## config.mk

```make
export PLATFORM = sky130hd
export DESIGN_NAME = mac_address_table
export DESIGN_NICKNAME = d
export VERILOG_FILES = /design/src/rtl/mac_address_table.sv
export SDC_FILE = /design/constraint.sdc
export NUM_CORES = 1
export LEC_CHECK = 0
export CORE_MARGIN = 1.5
export CORE_UTILIZATION = 55
export DETAILED_ROUTE_END_ITERATION = 12
export MAX_ROUTING_LAYER = met4
export PLACE_DENSITY = 0.72
export SKIP_LAST_GASP = 1
export SLEW_MARGIN = 20
export SYNTH_ARGS = -nofsm -noshare
export SYNTH_HDL_FRONTEND = slang
export SYNTH_SLANG_ARGS = --single-unit
```

## constraint.sdc

```tcl
create_clock -name clock -period 4 [get_ports clock]
set_clock_uncertainty 0.15 [all_clocks]
set_input_delay 1 -clock clock [delete_from_list [all_inputs] [get_ports clock]]
set_output_delay 1 -clock clock [all_outputs]
set_load 0.05 [all_outputs]
```

## src/rtl/mac_address_table.sv

```systemverilog
// mac_address_table: learns source MACs per ingress port and returns an egress mask for the destination.
// Optional aging sweep is compiled in with MAC_ADDRESS_TABLE_AGING_EN.
module mac_address_table #(
    parameter int unsigned NUMBER_OF_PORTS     = 2,
    parameter int unsigned TABLE_DEPTH         = 16,
    parameter int unsigned AGING_PERIOD_CYCLES = 50_000_000,
    localparam int unsigned PORT_WIDTH  = (NUMBER_OF_PORTS > 1) ? $clog2(NUMBER_OF_PORTS) : 1,
    localparam int unsigned COUNT_WIDTH = $clog2(TABLE_DEPTH + 1)
) (
    input  logic                       clock,
    input  logic                       reset_n,
    input  logic                       request_valid,
    output logic                       request_ready,
    input  logic [47:0]                request_source_mac,
    input  logic [47:0]                request_destination_mac,
    input  logic [PORT_WIDTH-1:0]      request_port,
    output logic                       response_valid,
    output logic [NUMBER_OF_PORTS-1:0] response_port_mask,
    output logic                       response_hit,
    output logic                       table_full,
    output logic [COUNT_WIDTH-1:0]     table_entry_count
);
    localparam int unsigned INDEX_WIDTH = $clog2(TABLE_DEPTH);
    localparam int unsigned GROUP_BIT   = 40;

    localparam logic [2:0] ST_IDLE    = 3'd0;
    localparam logic [2:0] ST_SCAN    = 3'd1;
    localparam logic [2:0] ST_UPDATE  = 3'd2;
    localparam logic [2:0] ST_RESPOND = 3'd3;
`ifdef MAC_ADDRESS_TABLE_AGING_EN
    localparam logic [2:0] ST_AGE     = 3'd4;
    localparam int unsigned PRESCALE_WIDTH =
        (AGING_PERIOD_CYCLES > 1) ? $clog2(AGING_PERIOD_CYCLES) : 1;
`endif

    if (TABLE_DEPTH < 2) begin : g_depth_check
        $error("TABLE_DEPTH must be at least 2");
    end
    if (AGING_PERIOD_CYCLES == 0) begin : g_period_check
        $error("AGING_PERIOD_CYCLES must be nonzero");
    end

    logic [2:0]                 state_q, state_d;
    logic                       ready_d;
    logic                       accept;
    logic                       scan_last;
    logic                       age_request;
    logic                       age_drop;

    logic [INDEX_WIDTH-1:0]     scan_idx_q;
    logic [47:0]                req_src_q, req_dst_q;
    logic [PORT_WIDTH-1:0]      req_port_q;
    logic                       dst_hit_q, src_hit_q, free_found_q;
    logic [PORT_WIDTH-1:0]      dst_port_q;
    logic [INDEX_WIDTH-1:0]     src_idx_q, free_idx_q;

    logic                       entry_valid_q [TABLE_DEPTH];
    logic [47:0]                entry_mac_q   [TABLE_DEPTH];
    logic [PORT_WIDTH-1:0]      entry_port_q  [TABLE_DEPTH];

    logic                       port_ok;
    logic                       learn_en, learn_new;
    logic [INDEX_WIDTH-1:0]     learn_idx;
    logic [COUNT_WIDTH-1:0]     count_d;
    logic [NUMBER_OF_PORTS-1:0] ingress_bit, resp_mask_d;
    logic                       resp_hit_d;

    assign scan_last = (scan_idx_q == INDEX_WIDTH'(TABLE_DEPTH - 1));
    assign port_ok   = (32'(req_port_q) < NUMBER_OF_PORTS);

`ifdef MAC_ADDRESS_TABLE_AGING_EN
    logic [PRESCALE_WIDTH-1:0] prescale_q, prescale_d;
    logic                      tick_now, tick_soon;
    logic                      tick_pending_q, tick_pending_d;
    logic [1:0]                entry_age_q [TABLE_DEPTH];

    // tick_soon lets ready drop a cycle early so a tick always wins over a new request
    assign tick_now       = (prescale_q == PRESCALE_WIDTH'(AGING_PERIOD_CYCLES - 1));
    assign prescale_d     = tick_now ? '0 : PRESCALE_WIDTH'(prescale_q + 1'b1);
    assign tick_soon      = (prescale_d == PRESCALE_WIDTH'(AGING_PERIOD_CYCLES - 1));
    assign tick_pending_d = tick_now | (tick_pending_q & ~((state_q == ST_AGE) & scan_last));
    assign age_request    = tick_pending_q | tick_now;
    assign age_drop       = (state_q == ST_AGE) && entry_valid_q[scan_idx_q]
                            && (entry_age_q[scan_idx_q] == 2'd3);

    always_ff @(posedge clock or negedge reset_n) begin
        if (!reset_n) begin
            prescale_q     <= '0;
            tick_pending_q <= 1'b0;
        end else begin
            prescale_q     <= prescale_d;
            tick_pending_q <= tick_pending_d;
        end
    end
`else
    assign age_request = 1'b0;
    assign age_drop    = 1'b0;
`endif

    // Next-state logic
    always_comb begin
        state_d = state_q;
        accept  = 1'b0;
        case (state_q)
            ST_IDLE: begin
                if (age_request) begin
`ifdef MAC_ADDRESS_TABLE_AGING_EN
                    state_d = ST_AGE;
`endif
                end else if (request_valid && request_ready) begin
                    accept  = 1'b1;
                    state_d = ST_SCAN;
                end
            end
            ST_SCAN:    if (scan_last) state_d = ST_UPDATE;
            ST_UPDATE:  state_d = ST_RESPOND;
            ST_RESPOND: state_d = ST_IDLE;
`ifdef MAC_ADDRESS_TABLE_AGING_EN
            ST_AGE:     if (scan_last) state_d = ST_IDLE;
`endif
            default:    state_d = ST_IDLE;
        endcase
`ifdef MAC_ADDRESS_TABLE_AGING_EN
        ready_d = (state_d == ST_IDLE) && !tick_pending_d && !tick_soon;
`else
        ready_d = (state_d == ST_IDLE);
`endif
    end

    // Learn decision and forwarding result, both from the pre-learn scan results
    always_comb begin
        learn_en    = (state_q == ST_UPDATE) && port_ok && !req_src_q[GROUP_BIT]
                      && (src_hit_q || free_found_q);
        learn_new   = learn_en && !src_hit_q;
        learn_idx   = src_hit_q ? src_idx_q : free_idx_q;
        count_d     = COUNT_WIDTH'(table_entry_count + COUNT_WIDTH'(learn_new)
                                   - COUNT_WIDTH'(age_drop));
        ingress_bit = port_ok ? (NUMBER_OF_PORTS'(1) << req_port_q) : '0;
        resp_mask_d = ~ingress_bit;
        resp_hit_d  = 1'b0;
        if (!req_dst_q[GROUP_BIT] && dst_hit_q) begin
            resp_hit_d  = 1'b1;
            resp_mask_d = (port_ok && dst_port_q == req_port_q) ? '0
                        : (NUMBER_OF_PORTS'(1) << dst_port_q);
        end
    end

    always_ff @(posedge clock or negedge reset_n) begin
        if (!reset_n) begin
            state_q       <= ST_IDLE;
            request_ready <= 1'b1;
        end else begin
            state_q       <= state_d;
            request_ready <= ready_d;
        end
    end

    // Datapath: capture, scan, learn, response and aging sweep
    always_ff @(posedge clock or negedge reset_n) begin
        if (!reset_n) begin
            scan_idx_q         <= '0;
            req_src_q          <= '0;
            req_dst_q          <= '0;
            req_port_q         <= '0;
            dst_hit_q          <= 1'b0;
            dst_port_q         <= '0;
            src_hit_q          <= 1'b0;
            src_idx_q          <= '0;
            free_found_q       <= 1'b0;
            free_idx_q         <= '0;
            response_valid     <= 1'b0;
            response_port_mask <= '0;
            response_hit       <= 1'b0;
            table_full         <= 1'b0;
            table_entry_count  <= '0;
            for (int i = 0; i < TABLE_DEPTH; i++) begin
                entry_valid_q[i] <= 1'b0;
                entry_mac_q[i]   <= '0;
                entry_port_q[i]  <= '0;
`ifdef MAC_ADDRESS_TABLE_AGING_EN
                entry_age_q[i]   <= '0;
`endif
            end
        end else begin
            response_valid    <= 1'b0;
            table_entry_count <= count_d;
            table_full        <= (count_d == COUNT_WIDTH'(TABLE_DEPTH));
            case (state_q)
                ST_IDLE: begin
                    scan_idx_q   <= '0;
                    dst_hit_q    <= 1'b0;
                    src_hit_q    <= 1'b0;
                    free_found_q <= 1'b0;
                    if (accept) begin
                        req_src_q  <= request_source_mac;
                        req_dst_q  <= request_destination_mac;
                        req_port_q <= request_port;
                    end
                end
                ST_SCAN: begin
                    if (entry_valid_q[scan_idx_q]) begin
                        if (!dst_hit_q && entry_mac_q[scan_idx_q] == req_dst_q) begin
                            dst_hit_q  <= 1'b1;
                            dst_port_q <= entry_port_q[scan_idx_q];
                        end
                        if (entry_mac_q[scan_idx_q] == req_src_q) begin
                            src_hit_q <= 1'b1;
                            src_idx_q <= scan_idx_q;
                        end
                    end else if (!free_found_q) begin
                        free_found_q <= 1'b1;
                        free_idx_q   <= scan_idx_q;
                    end
                    scan_idx_q <= INDEX_WIDTH'(scan_idx_q + 1'b1);
                end
                ST_UPDATE: begin
                    if (learn_en) begin
                        entry_valid_q[learn_idx] <= 1'b1;
                        entry_mac_q[learn_idx]   <= req_src_q;
                        entry_port_q[learn_idx]  <= req_port_q;
`ifdef MAC_ADDRESS_TABLE_AGING_EN
                        entry_age_q[learn_idx]   <= 2'd0;
`endif
                    end
                    response_valid     <= 1'b1;
                    response_port_mask <= resp_mask_d;
                    response_hit       <= resp_hit_d;
                end
`ifdef MAC_ADDRESS_TABLE_AGING_EN
                ST_AGE: begin
                    if (entry_valid_q[scan_idx_q]) begin
                        if (entry_age_q[scan_idx_q] == 2'd3) begin
                            entry_valid_q[scan_idx_q] <= 1'b0;
                        end else begin
                            entry_age_q[scan_idx_q] <= 2'(entry_age_q[scan_idx_q] + 2'd1);
                        end
                    end
                    scan_idx_q <= INDEX_WIDTH'(scan_idx_q + 1'b1);
                end
`endif
                default: ;
            endcase
        end
    end
endmodule

```

==> metrics.md <==
| Metric | Value |
|---|---|
| Status | `finished, final reports clean` |
| Relative slew slack | `23.6%` |
| Core area | `0.0758 mm²` |
| Pint | `16500 µW` |
| Later-pin clock latency in the skew report | `0.67 ns` |
| Starting DRT DRC Count | `1952` |
| Crit-path most repeated cell | `buf_4` |
| Mean routed wirelength per cell | `28.5 µm` |
| Startpoint class of the critical path | `flip-flop` |
| Max-slew violations | `0` |
| Die span in x | `280 µm` |
| Comb power frac | `9.9%` |
| Starting Density | `55.5%` |
| Switch share | `26.8%` |
| Post-Syn Area | `0.0421 mm²` |
| Total Power | `22500 µW` |
| #FFs+latches synth | `927` |
| Clock tree buffer depth | `3` |
| Diode count | `0` |
| Fraction of the mapped netlist area in compound gates | `2.19%` |
| Top_reg_cell synth | `dfrtp_1` |
| HP Class | `in -> async` |
| Worst stage delay on the critical path | `0.63 ns` |
| Cells after synthesis | `2749` |
| Crit-path cells | `buf_4 -> clkbuf_16 -> buf_4 -> mux4_2 -> a22oi_1 -> a32oi_2 -> buf_4 -> o211ai_1 -> or4b_4 -> nor4_4 -> buf_6 -> mux2_4` |
| Most instantiated cells after synthesis | `926 x dfrtp_1, 867 x mux2_2, 202 x mux4_2, 127 x clkbuf_1, 87 x buf_1` |
| Largest net degree at the start of global routing | `122` |
| # IOs | `111` |
| Buf+Inv Stages, Crit Path | `5` |
| First-pass iteration count of the detailed router | `6` |
| Layout cell share with drive strength beyond 1 | `49.4%` |
| Placer Congestion | `0.869` |
| DRC viols | `0` |
| Fmax | `0.251 GHz` |
| Largest family of logic cells by synthesized area | `multiplexers` |
| Slowest CP cell | `or4b_4` |
| Pleak | `0.0232 µW` |
| IO buf count | `110` |
| DR vias | `24800` |
| CTS H-tree lvls | `3` |
| Number of global-route vias before repair | `26400` |
| Largest delay share family, worst path | `buffers and inverters` |
| Gr ovfl total | `0` |
| Post-DP HPWL | `68.4 mm` |
| CP max FO | `12` |
| Syn nets | `2852` |
| Distinct cells, synth | `69` |
| Final setup fails | `0` |
| Via density | `6.34` |
| VDD IR max | `347 µV` |
| Reg2Reg Setup Slack | `0.02 ns` |
| Fin Setup TNS | `0 ns` |
| DRT Wirelength | `111 mm` |
| CTS sink cnt | `927` |
| Syn. warnings | `0` |
| Fin nets | `2948` |
| Switch Pwr | `6030 µW` |
| Reg power frac | `47.7%` |
| Area grow syn2layout | `15.2%` |
| Tcrit/Tclk final | `99.6%` |
| Reg2reg end | `src_idx_q[3]` |
| DRT antenna net count | `0` |
| Crit end category | `flip-flop` |
| Slew @ Worst Pin | `1.15 ns` |
| Synth top area cells | `dfrtp_1 55%, mux2_2 23%, mux4_2 11%, mux2i_1 1.2%, clkbuf_1 1.1%` |
| Post-synthesis mux area share | `35.4%` |
| Die height | `280 µm` |
| Non-Filler Instances | `3906` |
| Fin. Hold Viols | `0` |
| Worst r2r path cells | `12` |
| Synth Area in Simple Gates | `2.81%` |
| Setup Crit Path Kind | `reg -> reg` |
| Adder-Cell Fraction of Synth Area | `0.0891%` |
| Reg-to-Reg Start | `scan_idx_q[0]` |
| Maximum capacitance violations | `0` |
| Cell count after placement | `3701` |
| Tot GR Track Use | `29.8%` |
| Full die area | `0.0782 mm²` |
| Clock share of power | `42.3%` |
| Arr. time, crit path | `4.37 ns` |
| Pwr Density | `463 mW/mm²` |
| Worst path required time | `4.38 ns` |
| RSZ-0062 raised after global routing | `true` |
| Cts hold-fix bufs | `0` |
| CTS root buf | `clkbuf_16` |
| Initial antenna violation count | `3` |
| CTS Buf Count | `97` |
| Sequential fraction of the synthesis area | `55.1%` |
| Final worst path period need | `3.98 ns` |
| Most frequent cell after synthesis | `dfrtp_1` |
| CTS clock-pin slew for the worst setup and hold paths | `0.06 ns` |
| Post-Synth XOR/XNOR Area | `1.48%` |
| Syn Area/Cell | `15.3 µm²` |
| Number of synthesized flops with an enable pin | `0` |
| Rows | `101` |
| Share of the synthesized area in the top cell type | `55.0%` |
| Layout Utilization | `64.0%` |
| Synth async-reset ratio | `100%` |
| CTS tree | `done` |
| Post-synthesis cell type with the largest combined area | `dfrtp_1` |
| First-pass GRT wire length | `169 mm` |
worst reg2reg max path: stages, from the launching register on:
cell and delay [ns]:
dfrtp_4 0.58, buf_4 0.21, clkbuf_16 0.19, buf_4 0.18, mux4_2 0.36, a22oi_1 0.11, a32oi_2 0.32, buf_4 0.19
o211ai_1 0.17, or4b_4 0.63, nor4_4 0.29, buf_6 0.17, mux2_4 0.30
power groups by stage:
| stage | sequential, µW | clock, µW | combinational [µW] |
|---|---|---|---|
| finish | 10700 | 9520 | 2240 |
| global route | 10800 | 10000 | 2380 |
| CTS | 10700 | 9640 | 2130 |
| detailed placement | 10900 | 0 | 2100 |
| global placement | 10800 | 0 | 2050 |
| floorplan | 10000 | 0 | 1800 |
sequential cells by signal, summed over array words and instances, names as in the netlist, 2 cells and up:
signal,cells
src_idx_q,4
entry_port_q,16
table_entry_count,5
req_src_q,48
scan_idx_q,4
req_dst_q,48
response_port_mask,2
free_idx_q,4
entry_mac_q,768
entry_valid_q,16
state_q,3
routing by layer:
layer | share of wire (%) | track usage (%)
met2 | 48 | 46.5
met5 | 0 | -
met3 | 6.8 | 4.72
met1 | 42 | 40.5
met4 | 3.3 | 9.24
worst max-delay path by stage:
stage / startpoint / endpoint / slack [ns] / cells past startpoint
after detailed placement: scan_idx_q[0] / dst_port_q / -0.41 / 10
after global routing: scan_idx_q[0] / dst_port_q / -0.04 / 11
after floorplan: scan_idx_q[0] / src_idx_q[0] / 0.60 / 10
after CTS: scan_idx_q[0] / dst_port_q / 0.002 / 10
final: scan_idx_q[0] / src_idx_q[3] / 0.02 / 12
after global placement: scan_idx_q[0] / dst_port_q / -0.29 / 10
through the flow:
step	worst slack, ns	area (µm²)	hold WS (ns)
after floorplan	0.599	42100	0.279
after global placement	-0.294	44700	0.294
after detailed placement	-0.405	44700	0.298
after CTS	0.00168	48200	0.148
after global routing	-0.0405	48500	0.172
final	0.0174	48500	0.152
timing repair:
| action | CTS | global route |
|---|---|---|
| endpoints found under the setup margin | 6 | 6 |
| pin swaps | 2 | 3 |
| gates resized for setup | 6 | 24 |
| gates cloned | 0 | 4 |
| setup buffers | 2 | 17 |
cells in the final DEF (no fill, tap or decap), drive strengths merged, types with 3 or more instances in the layout:
master,count
a2111oi,4
a21o,5
a21oi,19
a221oi,11
a22oi,28
a31oi,4
a32oi,3
and2,17
and3,13
buf,145
bufinv,13
clkbuf,137
clkdlybuf4s50,109
clkinv,26
clkinvlp,5
dfrtp,926
ha,3
inv,15
mux2,871
mux2i,52
mux4,202
nand2,52
nand2b,20
nand3,14
nand4,9
nor2,30
nor2b,14
nor3,14
nor4,10
o21a,3
o21ai,33
o22ai,7
or2,8
or3,9
xnor2,33
xor2,38
cell families (layout without fill, tap and decap cells):
kind of cell,after synthesis,count (layout)
compound gates,132,132
fa+ha+maj,3,3
simple gates,219,219
xor+xnor,71,71
buf+inv,271,450
mux,1125,1125
other cells,1,1
flops,927,927
cell type report:
class / instances / area (µm²)
tap: 978 / 1220
clock inverter: 49 / 628
multi-input combinational: 1551 / 17900
fill: 5351 / 27300
clock buffer: 133 / 2760
inverter: 10 / 37.5
timing repair buffer: 258 / 2780
sequential: 927 / 23200
(Power assumes the default switching activity.)
